### config.mk
export PLATFORM = sky130hd
export DESIGN_NAME = fetch_stage
export DESIGN_NICKNAME = d
export VERILOG_FILES = /design/src/rtl/fetch_stage_pkg.sv /design/src/rtl/fetch_reg.sv /design/src/rtl/fetch_stage.sv
export SDC_FILE = /design/constraint.sdc
export NUM_CORES = 1
export LEC_CHECK = 0
export CORE_ASPECT_RATIO = 1.4
export CORE_MARGIN = 5
export CORE_UTILIZATION = 48
export DETAILED_ROUTE_END_ITERATION = 8
export PLACE_DENSITY_LB_ADDON = 0.2
export SYNTH_ARGS = -nofsm -noshare
export SYNTH_HDL_FRONTEND = slang
export SYNTH_SLANG_ARGS = --single-unit
### constraint.sdc
create_clock -name clk -period 3.1 [get_ports clk]
set_input_delay 0.31 -clock clk [delete_from_list [all_inputs] [get_ports clk]]
set_output_delay 0.31 -clock clk [all_outputs]
set_load 0.01 [all_outputs]
### src/rtl/fetch_stage_pkg.sv
// Shared defines for the fetch stage: default widths, reset PC and NOP encoding.
package fetch_stage_pkg;

    localparam int unsigned WORD_LEN_DEF = 32;
    localparam logic [31:0] RESET_PC_DEF = 32'h0000_0000;
    localparam logic [31:0] NOP_INSTR    = 32'h0000_0000;

endpackage

### src/rtl/fetch_reg.sv
// Parameterised register with synchronous clear (to CLR_VAL) and load-enable.
// Ports: clk, clr (sync clear, wins over en), en (load enable), d, q.
module fetch_reg import fetch_stage_pkg::*; #(
    parameter int unsigned W       = WORD_LEN_DEF,
    parameter logic [W-1:0] CLR_VAL = '0
) (
    input  logic         clk,
    input  logic         clr,
    input  logic         en,
    input  logic [W-1:0] d,
    output logic [W-1:0] q
);

    always_ff @(posedge clk) begin
        if (clr) begin
            q <= CLR_VAL;
        end else if (en) begin
            q <= d;
        end
    end

endmodule

### src/rtl/fetch_stage.sv
// Instruction fetch stage: PC register, PC+4 adder, branch redirect and IF/ID register.
// Ports:
//   clk, rst          - clock, synchronous active-high reset
//   freeze            - hazard stall: hold PC and IF/ID
//   branch_taken      - redirect request from ID, with branch_target
//   fetch_addr        - current PC to instruction memory (combinational from PC register)
//   fetch_instr       - instruction word returned for fetch_addr
//   ifid_instr, ifid_pc_plus4, ifid_valid - registered IF/ID payload
module fetch_stage import fetch_stage_pkg::*; #(
    parameter int unsigned         WORD_LEN = WORD_LEN_DEF,
    parameter logic [WORD_LEN-1:0] RESET_PC = WORD_LEN'(RESET_PC_DEF)
) (
    input  logic                clk,
    input  logic                rst,
    input  logic                freeze,
    input  logic                branch_taken,
    input  logic [WORD_LEN-1:0] branch_target,
    output logic [WORD_LEN-1:0] fetch_addr,
    input  logic [WORD_LEN-1:0] fetch_instr,
    output logic [WORD_LEN-1:0] ifid_instr,
    output logic [WORD_LEN-1:0] ifid_pc_plus4,
    output logic                ifid_valid
);

    logic [WORD_LEN-1:0] pc;
    logic [WORD_LEN-1:0] pc_plus4;
    logic [WORD_LEN-1:0] pc_next;
    logic                advance;
    logic                bubble;
    logic                ifid_clr;
    logic [1:0]          unused_target_lsbs;

    // Target low bits are dropped so the PC stays word aligned.
    assign unused_target_lsbs = branch_target[1:0];

    assign pc_plus4 = pc + WORD_LEN'(4);
    assign pc_next  = branch_taken ? {branch_target[WORD_LEN-1:2], 2'b00} : pc_plus4;

    // freeze outranks branch_taken; a redirect only happens when not frozen.
    assign advance  = ~freeze;
    assign bubble   = advance & branch_taken;
    assign ifid_clr = rst | bubble;

    // fetch_addr depends only on the PC register, never on freeze/branch inputs.
    assign fetch_addr = pc;

    fetch_reg #(
        .W       (WORD_LEN),
        .CLR_VAL (RESET_PC)
    ) u_pc_reg (
        .clk (clk),
        .clr (rst),
        .en  (advance),
        .d   (pc_next),
        .q   (pc)
    );

    fetch_reg #(
        .W       (WORD_LEN),
        .CLR_VAL (WORD_LEN'(NOP_INSTR))
    ) u_ifid_instr_reg (
        .clk (clk),
        .clr (ifid_clr),
        .en  (advance),
        .d   (fetch_instr),
        .q   (ifid_instr)
    );

    fetch_reg #(
        .W       (WORD_LEN),
        .CLR_VAL ('0)
    ) u_ifid_pc4_reg (
        .clk (clk),
        .clr (ifid_clr),
        .en  (advance),
        .d   (pc_plus4),
        .q   (ifid_pc_plus4)
    );

    fetch_reg #(
        .W       (1),
        .CLR_VAL (1'b0)
    ) u_ifid_valid_reg (
        .clk (clk),
        .clr (ifid_clr),
        .en  (advance),
        .d   (1'b1),
        .q   (ifid_valid)
    );

endmodule

==> impl_results.md, run 1 <==
- Reg-to-reg critical path endpoint: u_pc_reg.q[28]
- TritonCTS Buffers: 9
- Root buffer cell: clkbuf_16
- CP Max Fanout: 11
- Vias per std cell: 5.531
- Die width: 91.86 um
- Clock Sinks: between 90 and 100
- Post-route ant nets: 0
- Logic pwr share: 0.161
- Reg2Reg Depth: 6
- Clock power share: 0.369
- IO buf count: 158
- Netlist Area Pre-Place: between 4000 and 5000 um^2
- Setup violators final: 0
- Final hold violations: 0
- Launch point of the worst reg-to-reg path: u_pc_reg.q[2]
- Multi-input gate area in the final layout: between 2000 and 2500 um^2
- Worst Hold Path EP: u_ifid_valid_reg.q
- P_int: 0.002115 W
- Global-route wire length before repair: between 20 and 25 mm
- VDD IR max: 274.7 uV
- Largest net degree at the start of global routing: 73
- Final wirelength: 12.66 mm
- Synth async-reset ratio: 0
- Via count: 4325
- Clock Tree Buf Depth: 2
- Post-CTS Setup Inserts: 0
- RSZ-0062 raised after global routing: false
- Final net count: 740
- CP arrival: 2.71 ns
- Core Region: 9080 um^2
- I/O Pins: ~170
- Seq/Total Area, Yosys: 0.4134
- Initial antenna violation count: 1
- Post-synth top area share: 0.4134
- Least-Margin Pin Slew: 0.9875 ns
- Startpoint Class: flop
- Grt total ovfl: 0
- # diodes: 0
- Reg area: 1862 um^2
- Mapped Avg Cell Area: 8.324 um^2
- Initial Utilization: 0.4959
- Worst Setup Slack, final: 0.6509 ns
- FMAX: 0.4083 GHz
- GP Congestion: 0.9430
- Max Cap Violations: 0
- Leakage dissipation: about 2.4 nW
- PwrDens: around 440 nW/um^2
- YS warnings: 0
- Die height: 124.6 um
- Top post-synthesis cells by area: dfxtp_1 41%, mux2i_1 8.9%, nor2_1 7.5%
- WP data required: 3.36 ns
- Vias in the first global route: between 4k and 5k
- Hold Startpoint: u_ifid_valid_reg.q
- # fillers: 755
- Ys flop type: dfxtp_1
- Cts hold-fix bufs: 0
- TritonCTS clock tree: done
- Sequential share of power: 0.470
- Overall power: 0.002807 W
- Dpl hpwl: 9.002 mm
- Status: finished clean
- WL/cell: 16.18 um
- Area leader, netlist: dfxtp_1
- Post-synth EDFFs: 0
- Post-synthesis register bit count: 93
- Tcrit/Tclk final: 0.7900
- Num rows: 41
- Post-synthesis cell count: 541
- Worst-path clk slew: around 0.06 ns
- Share of cells above drive strength 1: 0.06667
- DRC: 0
- Max-slew headroom: 0.3409
- Pins over their slew limit: 0
- Number of gates resized after CTS: 0
- Worst-Skew Late Latency: 0.34 ns
- Setup crit end kind: flop
- Setup WS pre-CTS: between 0.7 and 0.8 ns
- Die area: 11450 um^2
- Worst reg2reg setup slack: 0.65 ns
- Pre-antenna DRT Iters: 5
- Gr usage total: 0.2156
- Final setup TNS: 0 ns
- Worst clock skew: 0.004303 ns
- Synth unique cells: between 40 and 50
- Depth of the CTS H-tree: 3
- Switching Share: 0.2467
- Initial DRC count: 231
- Worst min path class: reg -> reg
- Hold Path Depth: 2
- Critical path class: reg -> reg
- Area delta synth->final: 40.73%
- Switching power total: 0.0006924 W
- Final min period: between 2 and 2.5 ns
## per-stage QoR
stage          hold WS (ns)  area (um^2)  utilization  std cells
3_3_place_gp         0.4327         6058       0.6672        767
2_1_floorplan        0.4539         4514            -        544
6_report             0.4474         6337       0.6979        782
4_1_cts              0.4547         6337       0.6979        782
3_5_place_dp         0.4483         6058       0.6672        767
5_1_grt              0.4719         6337       0.6979        782
## sequential cells by signal, summed over array words and instances (netlist names)
signal	cells
u_ifid_valid_reg.q	1
u_pc_reg.q	30
u_ifid_instr_reg.q	32
u_ifid_pc4_reg.q	30
## worst max path at each step
stage	start	endpoint	slack, ns	cells past startpoint
after global routing	u_pc_reg.q[2]	u_pc_reg.q[28]	0.44	6
after detailed placement	u_pc_reg.q[6]	u_pc_reg.q[29]	0.71	5
after floorplan	u_pc_reg.q[2]	u_pc_reg.q[28]	1.01	7
after CTS	u_pc_reg.q[2]	u_pc_reg.q[28]	0.66	6
after global placement	u_pc_reg.q[2]	u_pc_reg.q[28]	0.78	6
final	u_pc_reg.q[2]	u_pc_reg.q[28]	0.65	6
## power by group through the flow
stage	logic (W)	registers (W)	clock network, W
floorplan	0.000201	0.00135	0
global placement	0.000446	0.00134	0
detailed placement	0.000453	0.00134	0
CTS	0.000456	0.00132	0.00106
global route	0.000492	0.00133	0.00110
finish	0.000452	0.00132	0.00104
## cells in the final DEF, fill, tap and decap left out, types with 4 or more instances in the layout
cell               n
a21oi_1           54
nor3_1             9
clkdlybuf4s50_1  156
inv_1              7
dfxtp_1           93
nor2b_1            5
nor4_1             4
a22oi_1           12
or2_2             12
xnor2_1           12
nand4_1            9
o21ai_0           34
a31oi_1            9
a211oi_1           4
and3_1             7
nand2_1           23
or3_1              6
mux2i_1           40
clkbuf_16          9
nand3_1           14
conb_1             4
buf_4              7
nor2_1            90
xor2_1            16
## worst max-delay path, stage by stage (launching register included)
cell and delay, ns:
dfxtp_1 0.47, ha_1 0.30, nand3_2 0.33, nor4_4 0.47, nand4_1 0.23, or3_1 0.39, a31oi_1 0.16
## routing by layer
layer	global-route usage	share of wire	vias up	wire (um)
li1	-	-	2140	-
met1	0.2449	0.39	1987	4974
met2	0.3632	0.49	175	6139
met3	0.07613	0.10	21	1294
met4	0.09099	0.018	2	233
met5	0	0.0010	-	13
## kinds of logic (layout without fill, tap and decap cells)
| family | after synthesis | count (layout) | synth area share |
|---|---|---|---|
| compound gates | 128 | 128 | 0.1648 |
| xor+xnor | 28 | 28 | 0.05446 |
| fa+ha+maj | 1 | 1 | 0.002778 |
| buf+inv | 55 | 186 | 0.05224 |
| flops | 93 | 93 | 0.4134 |
| mux | 40 | 40 | 0.08891 |
| other cells | 1 | 4 | 0.0008328 |
| simple gates | 195 | 195 | 0.2226 |
## final cells by class
| type | instances | share of cell area |
|---|---|---|
| Timing Repair Buffer | 164 | 0.2555 |
| Tap cell | 107 | 0.02113 |
| Clock buffer | 14 | 0.04324 |
| Clock inverter | 1 | 0.0007897 |
| Multi-Input combinational cell | 396 | 0.3814 |
| Inverter | 7 | 0.004146 |
| Sequential cell | 93 | 0.2938 |
## synth_stat cells, drive strengths merged, types with 10 or more instances
| master | n |
|---|---|
| xor2 | 16 |
| dfxtp | 93 |
| buf | 15 |
| o21ai | 34 |
| a22oi | 12 |
| clkbuf | 33 |
| nand4 | 11 |
| nor4 | 10 |
| or2 | 12 |
| nor2 | 92 |
| xnor2 | 12 |
| a21oi | 54 |
| mux2i | 40 |
| nand2 | 23 |
| nand3 | 15 |
Power figures use the tool's default switching activity.
==> run 2: changes to the inputs <==
--- a/config.mk
+++ b/config.mk
@@ -7,7 +7,7 @@
 export LEC_CHECK = 0
 export CORE_ASPECT_RATIO = 1.4
 export CORE_MARGIN = 5
-export CORE_UTILIZATION = 48
+export CORE_UTILIZATION = 41
 export DETAILED_ROUTE_END_ITERATION = 8
 export PLACE_DENSITY_LB_ADDON = 0.2
 export SYNTH_ARGS = -nofsm -noshare
==> constraint.sdc (replaced) <==
create_clock -name clk -period 2.15 [get_ports clk]
set_input_delay 0.215 -clock clk [delete_from_list [all_inputs] [get_ports clk]]
set_output_delay 0.215 -clock clk [all_outputs]
set_load 0.01 [all_outputs]
==> run 2 against run 1 <==
  * Cell area is 6.1% higher
  * Combinational power is 60% higher
  * Routed wire length up 4.6%
  * Final cell count rose by 9.0%
  * Via count increased by 2.5%
  * Clock power increased by 74%
  * Register-to-register slack worse by 0.59 ns
  * Largest power group unchanged
==> impl_results.md, run 2 (synthesis results as in run 1) <==
- Status: finished clean
- Switching Share: 0.2334 (-0.01322)
- WL/cell: 15.53 um (-4.0%)
- Cell area after layout: 6723 um^2 (+6.1%)
- Commonest non-fill, non-tap cell in the layout: clkdlybuf4s50_1
- Cts hold-fix bufs: 0 (unchanged)
- Max reg flops: 32 (unchanged)
- # fillers: 937 (+24%)
- Vias in the first global route: 4355 (+3.4%)
- Post-Layout Cell Count: 852 (+9.0%)
- Pins over their slew limit: 0 (unchanged)
- Worst path slowest cell: or3_1
- Worst path bufs/invs: 1 (+1)
- Worst-path clk slew: 0.07 ns (about the same)
- Startpoint Class: flop
- Biggest register: u_ifid_instr_reg.q
- Clock Sinks: 93 (unchanged)
- IO buf count: 158 (unchanged)
- Root buffer cell: clkbuf_16
- Final min period: 2.090 ns (-0.3594 ns)
- Reg2Reg Depth: 7 (+1)
- CP Max Fanout: 5 (-6)
- Hold Path Depth: 4 (+2)
- VDD IR max: 435.5 uV (+59%)
- Worst min path class: in -> reg
- CP arrival: 2.34 ns (-0.37 ns)
- Clock Tree Buf Depth: 2 (unchanged)
- Tcrit/Tclk final: 0.9719 (+0.1819)
- Max Cap Violations: 0 (unchanged)
- I/O Pins: 165 (unchanged)
- WP data required: 2.40 ns (-0.96 ns)
- Reg area: 1862 um^2 (unchanged)
- Via count: 4433 (+2.5%)
- Grt total ovfl: 0 (unchanged)
- Final wirelength: 13.23 mm (+4.6%)
- Depth of the CTS H-tree: 3 (unchanged)
- Area delta synth->final: 49.29%
- Gr usage total: 0.1937 (-0.02196)
- Max stage delay on crit path: 0.38 ns (-0.09 ns)
- Initial Utilization: 0.4166 (-0.07938)
- Post-route ant nets: 0 (unchanged)
- Vias per std cell: 5.203 (-5.9%)
- Top flop regs: u_ifid_instr_reg.q x32, u_ifid_pc4_reg.q x30, u_pc_reg.q x30
- TritonCTS clock tree: done
- Logic pwr share: 0.164 (+0.003)
- Pre-antenna DRT Iters: 4 (-1)
- Setup crit end kind: flop
- Worst clock skew: 0.006372 ns (+0.002069 ns)
- Least-Margin Pin Slew: 0.8763 ns (-0.1112 ns)
- Max-slew headroom: 0.4158 (+0.07488)
- Final net count: 775 (+4.7%)
- Initial antenna violation count: 0 (-1)
- Initial DRC count: 217 (-6.1%)
- Worst path cell trace: ha_1, nand3_2, nor4_4, buf_4, nand4_1, or3_1, a31oi_1
- PwrDens: 655.0 nW/um^2 (+48%)
- Worst reg2reg setup slack: 0.06 ns (-0.59 ns)
- Reg-to-reg critical path endpoint: u_pc_reg.q[28]
- Share of cells above drive strength 1: 0.1153 (+0.04866)
- Hold Startpoint: freeze
- DRC: 0 (unchanged)
- Setup violators final: 0 (unchanged)
- Overall power: 0.004403 W (+57%)
- Multi-input gate area in the final layout: 2422 um^2 (+0.21%)
- # diodes: 0 (unchanged)
- Largest net degree at the start of global routing: 47 (-36%)
- Critical path class: reg -> reg
- Final hold violations: 0 (unchanged)
- Switching power total: 0.001028 W (+48%)
- Die height: 134 um (+7.5%)
- Core Region: 10810 um^2 (+19%)
- Launch point of the worst reg-to-reg path: u_pc_reg.q[2]
- Worst Hold Path EP: u_pc_reg.q[14]
- Leakage dissipation: 2.605 nW (+8.9%)
- Dpl cells: 834 (+8.7%)
- Die area: 13210 um^2 (+15%)
- Die width: 98.57 um (+7.3%)
- Dpl hpwl: 9.787 mm (+8.7%)
- Post-Place Cell Area: 6361 um^2 (+5.0%)
- Commonest non-fill, non-tap cells in the layout: 156 x clkdlybuf4s50_1, 93 x dfxtp_1, 90 x nor2_1
- TritonCTS Buffers: 9 (unchanged)
- Clock power share: 0.411 (+0.042)
- Num rows: 45 (+9.8%)
- Family with the most delay on the worst path: simple AND/OR/NAND/NOR gates
- Sequential share of power: 0.425 (-0.045)
- P_int: 0.003376 W (+60%)
- FMAX: 0.4786 GHz (+17%)
- GP Congestion: 0.9400 (-0.32%)
- Global-route wire length before repair: 21.10 mm (+3.6%)
- Worst-Skew Late Latency: 0.33 ns (about the same)
[run 2: cell count changes in the layout (fill, tap and decap cells not counted), sizes merged]
| cell | previous run | this run |
|---|---|---|
| buf | 8 | 43 |
| bufinv | 0 | 3 |
| clkbuf | 14 | 12 |
[run 2: metal layers]
metal	vias to the layer above	track usage	share of wire
li1	2206	-	-
met1	2051	0.2197	0.40
met2	166	0.3394	0.49
met3	10	0.07024	0.093
met4	0	0.05695	0.011
met5	-	0	0
[run 2: area by class of cell]
class / count / share of cell area
multi-input combinational: 396 / 0.3603
timing repair buffer: 199 / 0.2818
sequential: 93 / 0.2769
clock buffer: 12 / 0.03666
tap: 141 / 0.02624
clock inverter: 4 / 0.01414
inverter: 7 / 0.003908
[run 2: through the flow]
stage                     worst slack [ns]  TNS (ns)    util  hold slack [ns]
after floorplan                    0.06274         0       -           0.3589
after global placement              0.1807         0  0.5884           0.4324
after detailed placement            0.1167         0  0.5884           0.4425
after CTS                           0.1086         0  0.6200           0.3686
after global routing               -0.1046   -0.1046  0.6219           0.4037
final                              0.06036         0  0.6219           0.3779
[run 2: how the worst max path moves through the flow]
| stage | slack [ns] | to | depth (start not counted) | startpoint |
|---|---|---|---|---|
| after floorplan | 0.06 | u_pc_reg.q[28] | 7 | u_pc_reg.q[2] |
| after global placement | 0.18 | u_pc_reg.q[28] | 6 | u_pc_reg.q[2] |
| after detailed placement | 0.12 | u_pc_reg.q[28] | 6 | u_pc_reg.q[2] |
| after CTS | 0.11 | u_pc_reg.q[28] | 6 | u_pc_reg.q[2] |
| after global routing | -0.10 | u_pc_reg.q[28] | 7 | u_pc_reg.q[2] |
| final | 0.06 | u_pc_reg.q[28] | 7 | u_pc_reg.q[2] |
[run 2: timing repair]
| action | 4_1_cts | 5_1_grt |
|---|---|---|
| setup endpoints to repair | 0 | 2 |
| buffers inserted | 0 | 2 |
| resized for setup | 0 | 1 |
[run 2: worst min-delay path, delay by kind of cell]
| kind | cells | cell delay (ns) |
|---|---|---|
| compound gates | 2 | 0.24 |
| buf+inv | 1 | 0.11 |
| simple gates | 1 | 0.08 |
[run 2: power groups by stage]
stage	clock network, W	logic, W	registers, W
global placement	0	0.000714	0.00190
global route	0.00191	0.000786	0.00188
floorplan	0	0.000290	0.00195
CTS	0.00184	0.000729	0.00187
finish	0.00181	0.000723	0.00187
detailed placement	0	0.000724	0.00191
==> run 3: changes to the inputs <==
--- a/config.mk
+++ b/config.mk
@@ -9,6 +9,7 @@
 export CORE_MARGIN = 5
 export CORE_UTILIZATION = 41
 export DETAILED_ROUTE_END_ITERATION = 8
+export MAX_ROUTING_LAYER = met4
 export PLACE_DENSITY_LB_ADDON = 0.2
 export SYNTH_ARGS = -nofsm -noshare
 export SYNTH_HDL_FRONTEND = slang
==> run 3 against run 2 <==
  * Worst hold slack worse by 0.0017 ns
  * Core utilization unchanged
  * Die area unchanged
  * Critical endpoint unchanged
  * Worst setup slack worse by 0.023 ns
  * Sequential cell count unchanged
==> impl_results.md, run 3 (synthesis results as in run 1) <==
- Status: finished clean
- Core Region: 10810 um^2 (unchanged)
- Root buffer cell: clkbuf_16
- Sequential share of power: 0.424 (about the same)
- CP arrival: 2.36 ns (+0.02 ns)
- I/O Pins: 165 (unchanged)
- FMAX: 0.4733 GHz (-1.1%)
- Least-Margin Pin Slew: 0.9117 ns (+0.03543 ns)
- Tcrit/Tclk final: 0.9828 (+0.01088)
- Largest net degree at the start of global routing: 47 (unchanged)
- Leakage dissipation: 2.605 nW (unchanged)
- PwrDens: 655.7 nW/um^2 (+0.10%)
- Dpl hpwl: 9.787 mm (unchanged)
- Initial DRC count: 238 (+9.7%)
- Initial Utilization: 0.4166 (unchanged)
- # fillers: 937 (unchanged)
- TritonCTS clock tree: done
- Post-route ant nets: 0 (unchanged)
- Logic pwr share: 0.164 (about the same)
- Worst clock skew: 0.007591 ns (+0.001218 ns)
- Post-Layout Cell Count: 852 (unchanged)
- Final wirelength: 13.26 mm (+0.21%)
- Initial antenna violation count: 0 (unchanged)
- Worst-path clk slew: 0.07 ns (about the same)
- Max Cap Violations: 0 (unchanged)
- Grt total ovfl: 0 (unchanged)
- CP Max Fanout: 5 (unchanged)
- WP data required: 2.39 ns (about the same)
- VDD IR max: 433.6 uV (-0.45%)
- Max reg flops: 32 (unchanged)
- Depth of the CTS H-tree: 3 (unchanged)
- Setup crit end kind: flop
- Top flop regs: u_ifid_instr_reg.q x32, u_ifid_pc4_reg.q x30, u_pc_reg.q x30
- P_int: 0.003376 W (about the same)
- Switching Share: 0.2342 (+0.0007879)
- Setup WS pre-CTS: 0.1167 ns (unchanged)
- Share of cells above drive strength 1: 0.1153 (unchanged)
- Worst min path class: in -> reg
- Die area: 13210 um^2 (unchanged)
- Cts hold-fix bufs: 0 (unchanged)
- Commonest non-fill, non-tap cell in the layout: clkdlybuf4s50_1
- Area delta synth->final: 49.29% (unchanged)
- Final net count: 775 (unchanged)
- Max-slew headroom: 0.3922 (-0.02362)
- Critical path class: reg -> reg
- WL/cell: 15.56 um (+0.21%)
- Pre-antenna DRT Iters: 4 (unchanged)
- Gr usage total: 0.1994 (+0.005709)
- Vias in the first global route: 4371 (+0.37%)
- Final hold violations: 0 (unchanged)
- Pins over their slew limit: 0 (unchanged)
- Num rows: 45 (unchanged)
- Setup violators final: 0 (unchanged)
- Die height: 134 um (unchanged)
- Clock power share: 0.411 (about the same)
- Global-route wire length before repair: 21.06 mm (-0.20%)
- IO buf count: 158 (unchanged)
- Clock Sinks: 93 (unchanged)
- Worst Setup Slack, final: 0.03697 ns (-0.02339 ns)
- Dpl cells: 834 (unchanged)
- Hold Path Depth: 4 (unchanged)
- DRC: 0 (unchanged)
- Startpoint Class: flop
- Via count: 4455 (+0.50%)
- Reg2Reg Depth: 7 (unchanged)
- Worst hold slack: 0.3761 ns (-0.001737 ns)
- TritonCTS Buffers: 9 (unchanged)
- Switching power total: 0.001032 W (+0.44%)
- Commonest non-fill, non-tap cells in the layout: 156 x clkdlybuf4s50_1, 93 x dfxtp_1, 90 x nor2_1
- Clock Tree Buf Depth: 2 (unchanged)
- Die width: 98.57 um (unchanged)
- Vias per std cell: 5.229 (+0.50%)
- Biggest register: u_ifid_instr_reg.q
- Worst-Skew Late Latency: 0.33 ns (about the same)
- # diodes: 0 (unchanged)
- GP Congestion: 0.9569 (+1.8%)
- Final min period: 2.113 ns (+0.02339 ns)
## run 3: cell counts in the layout (fill, tap and decap cells not counted)
Identical to the previous run, type by type.
## run 3: layout make-up
class | count | area [um^2] | area share
Multi-Input combinational cell | 396 | 2422 | 0.3603
Clock buffer | 12 | 246.5 | 0.03666
Clock inverter | 4 | 95.09 | 0.01414
Timing Repair Buffer | 199 | 1894 | 0.2818
Inverter | 7 | 26.28 | 0.003908
Tap cell | 141 | 176.4 | 0.02624
Sequential cell | 93 | 1862 | 0.2769
## run 3: critical path, stage by stage, from the launching register on
cell,delay (ns)
dfxtp_1,0.34
ha_1,0.25
nand3_2,0.20
nor4_4,0.32
buf_4,0.19
nand4_1,0.13
or3_1,0.38
a31oi_1,0.22
## run 3: path summary, 6_finish.rpt
path / start / to / slack [ns]
min reg2reg: u_ifid_valid_reg.q / u_ifid_valid_reg.q / 0.46
max: u_pc_reg.q[2] / u_pc_reg.q[28] / 0.04
min: freeze / u_pc_reg.q[14] / 0.38
max reg2reg: u_pc_reg.q[2] / u_pc_reg.q[28] / 0.04
## run 3: power by group through the flow
stage | clock [W] | combinational, W | sequential [W]
CTS | 0.00184 | 0.000729 | 0.00187
global placement | 0 | 0.000714 | 0.00190
detailed placement | 0 | 0.000724 | 0.00191
global route | 0.00191 | 0.000786 | 0.00188
finish | 0.00181 | 0.000724 | 0.00187
floorplan | 0 | 0.000290 | 0.00195
## run 3: layer usage
metal	vias to the layer above	GRT usage	share of wire
met5	-	-	0
met4	0	0.05695	0.016
met3	18	0.05411	0.079
met2	182	0.3390	0.49
met1	2042	0.2303	0.42
li1	2213	-	-
## run 3: repair_timing
item	CTS	global route
setup endpoints to repair	0	2
gates resized for setup	0	1
buffers inserted	0	2
endpoints found under the hold margin	0	0
## run 3: per-stage QoR
stage | instance area (um^2) | utilization | power [W] | TNS, ns
floorplan | 4514 | - | 0.002240 | 0
CTS | 6703 | 0.6200 | 0.004443 | 0
finish | 6723 | 0.6219 | 0.004408 | 0
global route | 6723 | 0.6219 | 0.004574 | -0.1278
global placement | 6361 | 0.5884 | 0.002618 | 0
detailed placement | 6361 | 0.5884 | 0.002633 | 0
